[src/rtl/bp_fe_queue_buffer.sv]
// rtl/bp_fe_queue_buffer.sv - checkpointing FIFO between FE queue and BE issue
// Speculative read pointer plus commit pointer allow replay (roll) and flush (clr).
module bp_fe_queue_buffer #(
  parameter int els_p         = 8,
  parameter int entry_width_p = 96,
  localparam int ptr_width_lp = $clog2(els_p) + 1
) (
  input  logic                     clk_i,
  input  logic                     reset_n_i,

  input  logic [entry_width_p-1:0] fe_queue_i,
  input  logic                     fe_queue_v_i,
  output logic                     fe_queue_ready_o,

  output logic [entry_width_p-1:0] fe_queue_o,
  output logic                     fe_queue_v_o,
  input  logic                     fe_queue_yumi_i,

  input  logic                     deq_v_i,
  input  logic                     roll_v_i,
  input  logic                     clr_v_i,

  output logic                     empty_o,
  output logic [ptr_width_lp-1:0]  count_o
);

  localparam int idx_width_lp = ptr_width_lp - 1;
  localparam logic [ptr_width_lp-1:0] ptr_one_lp = ptr_width_lp'(1);

  logic [entry_width_p-1:0] mem [els_p];

  logic [ptr_width_lp-1:0] wptr_r, rptr_r, cptr_r;
  logic [ptr_width_lp-1:0] wptr_n, rptr_n, cptr_n;
  logic                    we;
  logic                    full;

  // Flags come only from registered pointers so ready never depends on inputs.
  assign full = (wptr_r[ptr_width_lp-1] != cptr_r[ptr_width_lp-1])
              & (wptr_r[idx_width_lp-1:0] == cptr_r[idx_width_lp-1:0]);

  assign fe_queue_ready_o = ~full;
  assign fe_queue_v_o     = (rptr_r != wptr_r);
  assign fe_queue_o       = mem[rptr_r[idx_width_lp-1:0]];
  assign empty_o          = (wptr_r == cptr_r);
  assign count_o          = wptr_r - cptr_r;

  always_comb begin
    wptr_n = wptr_r;
    rptr_n = rptr_r;
    cptr_n = cptr_r;
    we     = 1'b0;
    if (clr_v_i) begin
      wptr_n = '0;
      rptr_n = '0;
      cptr_n = '0;
    end else begin
      if (fe_queue_v_i) begin
        we     = 1'b1;
        wptr_n = wptr_r + ptr_one_lp;
      end
      if (deq_v_i)
        cptr_n = cptr_r + ptr_one_lp;
      // Roll rewinds to the post-commit pointer, so a same-cycle deq is honoured.
      if (roll_v_i)
        rptr_n = cptr_n;
      else if (fe_queue_yumi_i)
        rptr_n = rptr_r + ptr_one_lp;
    end
  end

  always_ff @(posedge clk_i or negedge reset_n_i) begin
    if (!reset_n_i) begin
      wptr_r <= '0;
      rptr_r <= '0;
      cptr_r <= '0;
    end else begin
      wptr_r <= wptr_n;
      rptr_r <= rptr_n;
      cptr_r <= cptr_n;
    end
  end

  always_ff @(posedge clk_i) begin
    if (we)
      mem[wptr_r[idx_width_lp-1:0]] <= fe_queue_i;
  end

`ifndef SYNTHESIS
  a_enq_when_full: assert property (@(posedge clk_i) disable iff (!reset_n_i)
    !(fe_queue_v_i && !fe_queue_ready_o))
    else $error("enqueue while not ready");
  a_yumi_when_empty: assert property (@(posedge clk_i) disable iff (!reset_n_i)
    !(fe_queue_yumi_i && !fe_queue_v_o))
    else $error("yumi without valid entry");
  a_deq_unissued: assert property (@(posedge clk_i) disable iff (!reset_n_i)
    !(deq_v_i && (cptr_r == rptr_r) && !clr_v_i))
    else $error("commit of unissued entry");
  a_els_pow2: assert property (@(posedge clk_i) disable iff (!reset_n_i)
    (els_p >= 2) && ((els_p & (els_p - 1)) == 0))
    else $error("els_p must be a power of two >= 2");
`endif

endmodule

[config.mk]
export PLATFORM = sky130hd
export DESIGN_NAME = bp_fe_queue_buffer
export DESIGN_NICKNAME = d
export VERILOG_FILES = /design/src/rtl/bp_fe_queue_buffer.sv
export SDC_FILE = /design/constraint.sdc
export NUM_CORES = 1
export LEC_CHECK = 0
export BUFFER_PORTS_ARGS = -buffer_cell sky130_fd_sc_hd__buf_2
export CAP_MARGIN = 30
export CORE_MARGIN = 4
export CORE_UTILIZATION = 40
export DETAILED_ROUTE_END_ITERATION = 6
export PLACE_DENSITY = 0.68
export RECOVER_POWER = 25
export SETUP_SLACK_MARGIN = 0.4
export SYNTH_ARGS = -nofsm -noshare
export SYNTH_HDL_FRONTEND = slang
export SYNTH_SLANG_ARGS = --single-unit
[constraint.sdc]
create_clock -name clk_i -period 12 [get_ports clk_i]
set_input_delay 2.4 -clock clk_i [delete_from_list [all_inputs] [get_ports clk_i]]
set_output_delay 2.4 -clock clk_i [all_outputs]
set_load 0.005 [all_outputs]
# Yosys cells after proc, flatten, opt, wreduce, memory -nomap -nowiden
# Memory sizes are Yosys's and may differ from the RTL's.
# Cells that the tools add are included.
# word_totals
regBits,12
ramBits,768
word_cells,27
mem_count,1
# mem_list
name,depth,word_bits,rd,rd_ports_with_merged_regs,write_ports,line_no,source
mem,8,96,1,0,1,30,logic [entry_width_p-1:0] mem [els_p];
# op_classes
add_sub_neg,4
n_eq_ne,4
n_mux,11
bitwise_logic,2
n_reduce_logical,2
# ops
op,count
$mux W4,7
$add A4 B1 Y4 const B,3
$eq A4 B4 Y1,1
$mux W1,4
$ne A4 B4 Y1,1
$sub A4 B4 Y4,1
$eq A3 B3 Y1,1
$reduce_bool A3 Y1,1
$reduce_bool A2 Y1,1
$and A1 B1 Y1,1
$ne A1 B1 Y1,1
$not A1 Y1,1

# Depth between registers and ports, before layout
# Gate-level depths: netlist (run 1).
# depth
word_depth,4
ltp_mapped,6
ltp_nobuf,5

# Least setup slack after synthesis (run 1)
# No wires, ideal clock.
# synth_path
path_type,input to register
startpoint,in fe_queue_v_i
endpoint,mem mem[4][0] (enable)
setup_ns,0.786
arrival_time_ns,11.818
t_required_ns,11.214
path_slack_ns,-0.604
stages,3
path_buffers,1
cell_sequence,clkbuf_1 -> nand2_1 -> nor4_1
# synth_between
elab_chain_cells,4
# synth_rtl
element,line_no,source
start: declaration,12,"input logic fe_queue_v_i,"
$mux W1,57,if (fe_queue_v_i) begin
$mux W1,52,if (clr_v_i) begin
$mux W1,84,if (we)
$mux W1 (implied by the code),85,mem[wptr_r[idx_width_lp-1:0]] <= fe_queue_i;
end: declaration,30,
# No other way between the ends.

# Worst setup path in the final report (run 1)
# layout_path
startpoint,reg rptr_r[0]
endpoint,out fe_queue_o[26]
# layout_between
elab_chain_cells,1
# layout_rtl
element,line_no,source
start: declaration,32,"logic [ptr_width_lp-1:0] wptr_r, rptr_r, cptr_r;"
start signal: assignment,78,rptr_r <= rptr_n;
$mem_v2 Z8 W96,-,
end: declaration,15,"output logic [entry_width_p-1:0] fe_queue_o,"
# No other way between the ends.

==> flow_summary_export.csv, run 1 <==
group,metric,value,unit
status,status,"finished clean",
route,drt_iter0_markers,965,
floorplan,fp.coreArea,73200,um2
route,wirelength_met1,24100,um
route,drc,0,
timing,slew_headroom,0.356,
setup_path,path_common_cell,"buf_4",
power_and_ir_drop,power_density,170,nW/um2
cells_and_area,fin_area,34400,um2
route,wl,61000,um
logic_synthesis,ys_types,29,
power_and_ir_drop,ir_worst_vdd,0.131,mV
route,drt-vias-per-instance,5.26,
route,drtAntennaViolNets,0,
logic_synthesis,synth_nets,1316,
setup_path,crit_path_top_delay_cell,"dfrtp_4",
cts,clock_insertion_delay_worst_skew,620,ps
setup_path,crit_chain,"buf_4 -> buf_4 -> mux4_2 -> mux2_2 -> buf_2",
setup_path,endpoint_kind,"output port",
global_routing,grt_util_all_layers,0.156,
hold_path,worstHoldPathType,"reg -> reg",
cells_and_area,final_cell_mix,"768 x edfxtp_1, 192 x mux4_2, 137 x buf_2",
route,highest-signal-layer,"met5",
cells_and_area,drive_above_1_share,0.375,
cells_and_area,seqCellArea,23400,um2
floorplan,ioPinCount,206,
logic_synthesis,synth_top_cell_by_area,"edfxtp_1",
cts,cts_tree,"built",
logic_synthesis,avgSynthCellArea,24.6,um2
cts,post_cts_resized,0,
timing,report.final.hold_viol_count,0,
cts,cts_hold_buffers,0,
timing,grt_setup_unrepaired,"no",
cells_and_area,n_fill_cell,5967,
logic_synthesis,yosys_register_bits,780,
place,portBuffers,205,
power_and_ir_drop,report.power.total,0.00585,W
global_routing,grt_pass1_wl,90800,um
cells_and_area,final_common_cell,"edfxtp_1",
place,hpwl,32200,um
floorplan,num_rows,99,
floorplan,die_area,78600,um2
global_routing,antenna_found_initial,8,
floorplan,die_w,280,um
logic_synthesis,synthTopCellsByArea,"edfxtp_1 78%, mux4_2 15%, mux2_2 3.6%",
logic_synthesis,postSynthCellCount,1206,
route,post_drt_wl_per_cell,24.5,um
setup_path,path_max_fanout,40,
route,wl_met2,32300,um
power_and_ir_drop,leakage,10.8,nW
setup_path,cp.required,9600,ps
timing,worst_pin_slew,966,ps
timing,max_freq,0.154,GHz
route,route.met3.wl,3320,um
setup_path,slowest_delay,940,ps
route,vias,13100,
cts,h-tree-depth,3,
timing,worst_slack,5520,ps
timing,period_minus_slack,6480,ps
logic_synthesis,ys.warnings.count,0,
timing,hold_ws,554,ps
cts,cts.clk_slew.worst_paths,60,ps
logic_synthesis,syn-cell-area,29700,um2
global_routing,grt_max_degree,97,
route,drt_pre_antenna_iters,5,
timing,finalMaxSlewViolations,0,
cts,numCtsBuffers,80,
cells_and_area,num-nets-final,1569,
job,cap_violations,0,
cts,clockBufferDepth,3,
place,place_ws,5930,ps
floorplan,die_y,280,um
setup_path,worstPathArrival,4080,ps
cts,cts_setup_buffers,0,
logic_synthesis,yosysSeqAreaShare,0.788,
timing,period_share,0.540,
cts,clk_root_buffer_cell,"clkbuf_16",
global_routing,grt_pass1_vias,14200,
global_routing,grt_overflow,0,
place,globalplace.congestion,0.699,
logic_synthesis,yosysTopAreaCellShare,0.777,
floorplan,initial_core_util,0.405,
cells_and_area,syn_to_final_growth,16.0,%
timing,finalSetupTns,0,ps
timing,setup_viol,0,
cts,cts.sinks,780,
timing,finClkSkew,23.7,ps
setup_path,crit_type,"reg -> out",
setup_path,critPathLaunchType,"flip-flop",
cells_and_area,multi_input_area,5960,um2
place,placed_area,31900,um2
-- metal layers --
metal,vias up,GRT usage
li1,5663,-
met1,6997,0.193
met2,317,0.278
met3,94,0.0345
met4,6,0.0399
met5,-,0
-- where the power goes --
group          leakage (nW)  switching, W  internal [W]
Clock                  1.22      0.000989       0.00138
Combinational          2.46      0.000209      0.000216
Sequential             7.10     0.0000214       0.00304
Total                  10.8       0.00122       0.00463
-- final timing paths --
| check | from | end | slack [ps] | cells after the start |
|---|---|---|---|---|
| max in group asynchronous | reset_n_i | rptr_r[2]$_DFFE_PN0P_ | 9700 | 1 |
| min in group asynchronous | reset_n_i | wptr_r[3]$_DFFE_PN0P_ | 1810 | 1 |
| worst max-delay path | rptr_r[0]$_DFFE_PN0P_ | fe_queue_o[26] | 5520 | 5 |
| worst max register to register | wptr_r[0]$_DFFE_PN0P_ | mem[1][45]$_DFFE_PP_ | 8880 | 4 |
| worst min register to register | rptr_r[3]$_DFFE_PN0P_ | rptr_r[3]$_DFFE_PN0P_ | 550 | 2 |
| worst min-delay path | rptr_r[3]$_DFFE_PN0P_ | rptr_r[3]$_DFFE_PN0P_ | 550 | 2 |
-- critical path: cells and delay by family (launching register included) --
family,cells,cell delay (ps)
buffers and inverters,3,1600
DFF,1,940
muxes,2,900
-- registers in the layout, summed over array words and instances (netlist names) --
register / count
wptr_r: 4
cptr_r: 4
rptr_r: 4
mem: 768
-- cells in the mapped netlist --
cell	instances
edfxtp_1	768
mux4_2	192
mux2_2	96
clkbuf_1	24
buf_6	17
nor2_1	14
buf_2	13
dfrtp_1	12
xnor2_1	9
buf_1	8
ha_1	6
inv_1	6
xor2_1	6
nand4_1	5
nand2_1	4
nor3_1	4
a211oi_1	3
nand2b_1	3
nand3_1	3
mux2i_1	2
nand3b_1	2
nor2b_1	2
a221oi_1	1
fa_1	1
nand4b_1	1
nor4_1	1
o2bb2ai_1	1
or4_1	1
or4b_2	1
-- layout make-up --
type,count,share of cell area
antenna,3,0.000218
clock buffer,107,0.0626
clock inverter,39,0.0108
inverter,6,0.000654
multi-input combinational,358,0.173
sequential,780,0.679
tap,959,0.0349
timing repair buffer,233,0.0386
-- through the flow --
step / util / cells
2_1_floorplan: - / 1206
5_1_grt: 0.470 / 2483
3_3_place_gp: 0.434 / 2329
4_1_cts: 0.470 / 2478
3_5_place_dp: 0.435 / 2332
6_report: 0.470 / 2485
-- cells by family (layout without fill, tap and decap cells) --
kind of cell,after synthesis,count (layout),share of synthesized area
AOI/OAI and AO/OA,5,5,0.00135
xor gates and xnor gates,15,15,0.00443
adders and majority gates,7,7,0.00321
buffers and inverters,68,385,0.0135
DFF,780,780,0.788
muxes,290,290,0.183
other,0,3,0
and+or+nand+nor,41,41,0.00717
Note: power is estimated with default switching activity, not from simulation.
==> run 2, diff against run 1 <==
--- a/config.mk
+++ b/config.mk
@@ -5,12 +5,13 @@
 export SDC_FILE = /design/constraint.sdc
 export NUM_CORES = 1
 export LEC_CHECK = 0
+export ABC_AREA = 1
 export BUFFER_PORTS_ARGS = -buffer_cell sky130_fd_sc_hd__buf_2
 export CAP_MARGIN = 30
 export CORE_MARGIN = 4
 export CORE_UTILIZATION = 40
 export DETAILED_ROUTE_END_ITERATION = 6
-export PLACE_DENSITY = 0.68
+export PLACE_DENSITY = 0.7
 export RECOVER_POWER = 25
 export SETUP_SLACK_MARGIN = 0.4
 export SYNTH_ARGS = -nofsm -noshare
==> constraint.sdc (replaced) <==
create_clock -name clk_i -period 5.9 [get_ports clk_i]
set_input_delay 1.18 -clock clk_i [delete_from_list [all_inputs] [get_ports clk_i]]
set_output_delay 1.18 -clock clk_i [all_outputs]
set_load 0.005 [all_outputs]
==> flow_summary_export.csv, run 2 <==
group,metric,value,unit
timing,max_freq,0.231,GHz
cells_and_area,num-nets-final,2753,
logic_synthesis,synth_top_cell_by_area,"edfxtp_1",
floorplan,die_y,285,um
logic_synthesis,ys_types,24,
setup_path,path_max_fanout,93,
global_routing,antenna_found_initial,6,
logic_synthesis,async_flop_share,0.0154,
global_routing,grt_overflow,0,
place,place_ws,2100,ps
logic_synthesis,synthTopCellsByArea,"edfxtp_1 75%, nor2_1 7.2%, o21ai_0 5.7%",
hold_path,worstHoldEndpoint,"rptr_r[3]$_DFFE_PN0P_",
logic_synthesis,ys.warnings.count,0,
power_and_ir_drop,report.power.total,0.0123,W
cells_and_area,drive_above_1_share,0.112,
cells_and_area,fin_area,35400,um2
logic_synthesis,avgSynthCellArea,12.4,um2
power_and_ir_drop,leakage,12.0,nW
hold_path,hp-start,"rptr_r[3]$_DFFE_PN0P_",
logic_synthesis,synth_edf_count,768,
setup_path,path_buf_inv,4,
cts,clock_insertion_delay_worst_skew,620,ps
route,drt_iter0_markers,1477,
place,hpwl,34500,um
logic_synthesis,synth_nets,2580,
setup_path,crit_path_top_delay_cell,"dfrtp_4",
floorplan,fp.coreArea,76100,um2
setup_path,crit_family,"buffers and inverters",
cts,cts.sinks,780,
power_and_ir_drop,power_density,349,nW/um2
setup_path,slowest_delay,680,ps
logic_synthesis,yosys_register_bits,780,
route,vias,18900,
floorplan,initial_core_util,0.404,
hold_path,whs_path_depth,2,
logic_synthesis,yosysSeqAreaShare,0.760,
setup_path,r2r_slack,3370,ps
place,globalplace.congestion,0.742,
setup_path,r2r_cells,4,
timing,slew_headroom,0.337,
setup_path,worstPathArrival,3140,ps
floorplan,num_rows,101,
cts,cts_hold_buffers,0,
setup_path,crit_type,"reg -> out",
cells_and_area,final_common_cell,"edfxtp_1",
route,post_drt_wl_per_cell,18.2,um
status,status,"finished clean",
cts,numCtsBuffers,82,
route,drtAntennaViolNets,0,
cts,h-tree-depth,3,
route,drt-vias-per-instance,5.05,
logic_synthesis,yosysMostFrequentCell,"edfxtp_1",
timing,finalMaxSlewViolations,0,
hold_path,worstHoldPathType,"reg -> reg",
place,portBuffers,205,
global_routing,grt_pass1_wl,105000,um
logic_synthesis,synthTopCellsByCount,"768 x edfxtp_1, 591 x nor2_1, 347 x o21ai_0",
cts,cts_tree,"built",
setup_path,worstReg2RegEnd,"mem[4][60]$_DFFE_PP_",
logic_synthesis,postSynthCellCount,2470,
job,cap_violations,0,
cells_and_area,syn_to_final_growth,15.0,%
cells_and_area,final_cell_mix,"768 x edfxtp_1, 583 x nor2_1, 347 x o21ai_0",
setup_path,crit_chain,"inv_8 -> buf_16 -> buf_4 -> o21ai_0 -> o21ai_0 -> nand2_1 -> nand2_1 -> buf_2",
floorplan,ioPinCount,206,
timing,worst_pin_slew,995,ps
floorplan,die_area,81300,um2
cells_and_area,fin_util,0.465,
timing,grt_setup_unrepaired,"no",
floorplan,die_w,285,um
timing,report.final.hold_viol_count,0,
timing,finClkSkew,20.0,ps
timing,worst_slack,1580,ps
timing,setup_viol,0,
cells_and_area,largest_reg_flops,768,
setup_path,endpoint_kind,"output port",
global_routing,grt_pass1_vias,18400,
cts,cts_setup_buffers,0,
cts,cts.clk_slew.worst_paths,60,ps
route,drt_pre_antenna_iters,7,
cts,clockBufferDepth,3,
power_and_ir_drop,ir_worst_vdd,0.281,mV
global_routing,grt_util_all_layers,0.164,
setup_path,cp.required,4720,ps
place,placed_area,32800,um2
setup_path,reg2reg_from,"wptr_r[0]$_DFFE_PN0P_",
timing,period_minus_slack,4320,ps
logic_synthesis,syn-cell-area,30700,um2
timing,period_share,0.733,
cts,clk_root_buffer_cell,"clkbuf_16",
logic_synthesis,yosysTopAreaCellShare,0.750,
global_routing,grt_max_degree,181,
route,wl,67900,um
setup_path,critPathLaunchType,"flip-flop",
cts,post_cts_resized,0,
logic_synthesis,synthFlopType,"edfxtp_1",
route,drc,0,
==> run 2: area by class of cell <==
class,count,area (um2)
Tap cell,1030,1290
Clock buffer,93,2160
Sequential cell,780,23400
Antenna cell,3,7.51
Inverter,15,66.3
Timing Repair Buffer,239,1390
Fill cell,6755,40700
Clock inverter,53,415
Multi-Input combinational cell,1525,6660
==> run 2: cells by family (layout without fill, tap and decap cells) <==
family / after synthesis / count (layout) / synth area share
xor+xnor: 9 / 9 / 0.00256
buf+inv: 165 / 400 / 0.0251
compound gates: 588 / 588 / 0.0957
simple gates: 921 / 921 / 0.113
fa+ha+maj: 7 / 7 / 0.00309
flops: 780 / 780 / 0.760
other cells: 0 / 3 / 0
==> run 2: per-layer routing <==
layer,wire length (um),up-vias,global-route usage
met4,1550,6,0.0464
met2,33200,463,0.280
met5,44,-,0
li1,-,9089,-
met3,4020,106,0.0306
met1,29100,9224,0.215
==> run 2: how the worst max path moves through the flow <==
stage | startpoint | end | slack, ps | cells after the start
after floorplan | clr_v_i | mem[0][0]$_DFFE_PP_ | -310 | 4
after detailed placement | rptr_r[0]$_DFFE_PN0P_ | fe_queue_o[7] | 2100 | 7
after CTS | rptr_r[0]$_DFFE_PN0P_ | fe_queue_o[7] | 1430 | 7
final | rptr_r[0]$_DFFE_PN0P_ | fe_queue_o[17] | 1580 | 8
after global routing | rptr_r[0]$_DFFE_PN0P_ | fe_queue_o[17] | 1270 | 8
after global placement | rptr_r[0]$_DFFE_PN0P_ | fe_queue_o[7] | 2110 | 7
==> run 2: stage by stage <==
step / cells / hold slack, ps / TNS (ps)
global route: 3735 / 611 / 0
finish: 3738 / 572 / 0
detailed placement: 3588 / 561 / 0
floorplan: 2470 / 511 / -230080
CTS: 3734 / 419 / 0
global placement: 3587 / 548 / 0
==> run 2: where the power goes <==
| group | switching, W | internal [W] |
|---|---|---|
| Combinational | 0.000818 | 0.000416 |
| Sequential | 0.0000600 | 0.00617 |
| Clock | 0.00204 | 0.00284 |
==> run 2: tightest hold or removal path: stages, from the launching register on <==
cell	delay [ps]
dfrtp_1	410
nand2_1	70
nand2_1	60
==> run 3, diff against run 2 <==
--- a/config.mk
+++ b/config.mk
@@ -5,13 +5,13 @@
 export SDC_FILE = /design/constraint.sdc
 export NUM_CORES = 1
 export LEC_CHECK = 0
-export ABC_AREA = 1
+export ABC_AREA = 0
 export BUFFER_PORTS_ARGS = -buffer_cell sky130_fd_sc_hd__buf_2
 export CAP_MARGIN = 30
 export CORE_MARGIN = 4
 export CORE_UTILIZATION = 40
 export DETAILED_ROUTE_END_ITERATION = 6
-export PLACE_DENSITY = 0.7
+export PLACE_DENSITY = 0.68
 export RECOVER_POWER = 25
 export SETUP_SLACK_MARGIN = 0.4
 export SYNTH_ARGS = -nofsm -noshare
==> constraint.sdc (replaced) <==
create_clock -name clk_i -period 4.4 [get_ports clk_i]
set_input_delay 0.88 -clock clk_i [delete_from_list [all_inputs] [get_ports clk_i]]
set_output_delay 0.88 -clock clk_i [all_outputs]
set_load 0.005 [all_outputs]
==> flow_summary_export.csv, run 3 (synthesis results as in run 1) <==
group,metric,value,unit
power_and_ir_drop,leakage,11.0,nW
global_routing,grt_overflow,0,
timing,worst_pin_slew,855,ps
timing,setup_viol,0,
global_routing,grt_util_all_layers,0.152,
cts,clock_insertion_delay_worst_skew,610,ps
hold_path,worstHoldPathType,"in -> async",
cts,numCtsBuffers,83,
setup_path,critPathLaunchType,"flip-flop",
job,cap_violations,0,
place,globalplace.congestion,0.705,
timing,grt_setup_unrepaired,"no",
cts,clk_root_buffer_cell,"clkbuf_16",
place,hpwl,32600,um
timing,period_minus_slack,3730,ps
route,post_drt_wl_per_cell,23.8,um
power_and_ir_drop,report.power.total,0.0162,W
cts,post_cts_resized,0,
floorplan,die_w,280,um
global_routing,grt_pass1_vias,14600,
place,place_ws,1260,ps
cells_and_area,n_fill_cell,5921,
place,portBuffers,205,
setup_path,crit_family,"multiplexers",
route,drc,0,
timing,finalSetupTns,0,ps
route,drt-vias-per-instance,5.26,
timing,worst_slack,673,ps
route,vias,13200,
floorplan,ioPinCount,206,
route,drt_iter0_markers,819,
cts,h-tree-depth,3,
timing,period_share,0.847,
setup_path,endpoint_kind,"output port",
cts,cts_tree,"built",
timing,finalMaxSlewViolations,0,
floorplan,die_y,280,um
cts,cts_setup_buffers,0,
power_and_ir_drop,ir_worst_vdd,0.435,mV
timing,finClkSkew,23.1,ps
floorplan,initial_core_util,0.405,
global_routing,grt_pass1_wl,90400,um
cts,cts_hold_buffers,0,
cts,cts.clk_slew.worst_paths,60,ps
setup_path,crit_type,"reg -> out",
cells_and_area,drive_above_1_share,0.389,
cells_and_area,syn_to_final_growth,17.4,%
global_routing,antenna_found_initial,5,
timing,hold_ws,293,ps
power_and_ir_drop,power_density,464,nW/um2
route,wl,59600,um
timing,slew_headroom,0.430,
route,drt_pre_antenna_iters,6,
cells_and_area,final_cell_mix,"768 x edfxtp_1, 192 x mux4_2, 142 x buf_2",
cells_and_area,num-nets-final,1587,
floorplan,num_rows,99,
setup_path,cp.required,3520,ps
setup_path,crit_path_top_delay_cell,"dfrtp_4",
route,drtAntennaViolNets,0,
timing,max_freq,0.268,GHz
setup_path,path_buf_inv,2,
cts,cts.sinks,780,
setup_path,worstPathArrival,2850,ps
global_routing,grt_max_degree,100,
timing,report.final.hold_viol_count,0,
cells_and_area,largest_reg_flops,768,
cts,clockBufferDepth,3,
floorplan,die_area,78600,um2
setup_path,crit_chain,"buf_12 -> mux4_2 -> mux2_2 -> buf_2",
setup_path,path_max_fanout,56,
status,status,"finished clean",
cells_and_area,final_common_cell,"edfxtp_1",
setup_path,slowest_delay,700,ps
floorplan,fp.coreArea,73200,um2
## run 3: changes by cell type in the layout (fill, tap and decap cells not counted), sizes merged, moves of 10 or more
cell	before	now
o21ai	583	0
nor2	591	14
nand2	313	4
mux4	0	192
mux2	0	96
clkinv	45	35
## run 3: stage by stage
stage	utilization	instances	cell area, um2
2_1_floorplan	-	1206	29800
3_3_place_gp	0.440	2349	32200
3_5_place_dp	0.441	2351	32300
4_1_cts	0.477	2498	34900
5_1_grt	0.476	2498	34800
6_report	0.476	2502	34800
## run 3: report_power, final
part	switching [W]	total, W	internal [W]
sequential	0.0000608	0.00834	0.00828
clock	0.00270	0.00666	0.00396
combinational	0.000570	0.00117	0.000603
## run 3: final timing paths
path | endpoint | from | cells past startpoint | slack, ps
worst max-delay path | fe_queue_o[63] | rptr_r[0]$_DFFE_PN0P_ | 4 | 670
worst min-delay path | cptr_r[3]$_DFF_PN0_ | reset_n_i | 1 | 290
worst max register to register | mem[5][25]$_DFFE_PP_ | wptr_r[0]$_DFFE_PN0P_ | 4 | 2010
worst min register to register | rptr_r[3]$_DFFE_PN0P_ | rptr_r[3]$_DFFE_PN0P_ | 2 | 580
max in group asynchronous | rptr_r[2]$_DFFE_PN0P_ | reset_n_i | 1 | 3570
min in group clk_i | mem[2][85]$_DFFE_PP_ | fe_queue_i[85] | 1 | 550
## run 3: layout make-up
class	instances	area, um2	area share
tap	959	1200	0.0345
sequential	780	23400	0.671
timing repair buffer	248	1600	0.0459
inverter	6	22.5	0.000647
clock buffer	99	2160	0.0620
antenna	4	10.0	0.000287
clock inverter	48	464	0.0133
multi-input combinational	358	6000	0.172
## run 3: worst register-to-register path, stage by stage (launching register included)
cell      delay, ps
dfrtp_1         760
nand2b_2        300
nor3_4          530
buf_8           230
buf_4           260
## run 3: metal layers
layer	GRT usage	vias to the layer above	wire (um)
met1	0.188	7034	23500
li1	-	5703	-
met4	0.0431	4	1120
met3	0.0351	92	3480
met5	0	-	27
met2	0.272	320	31500
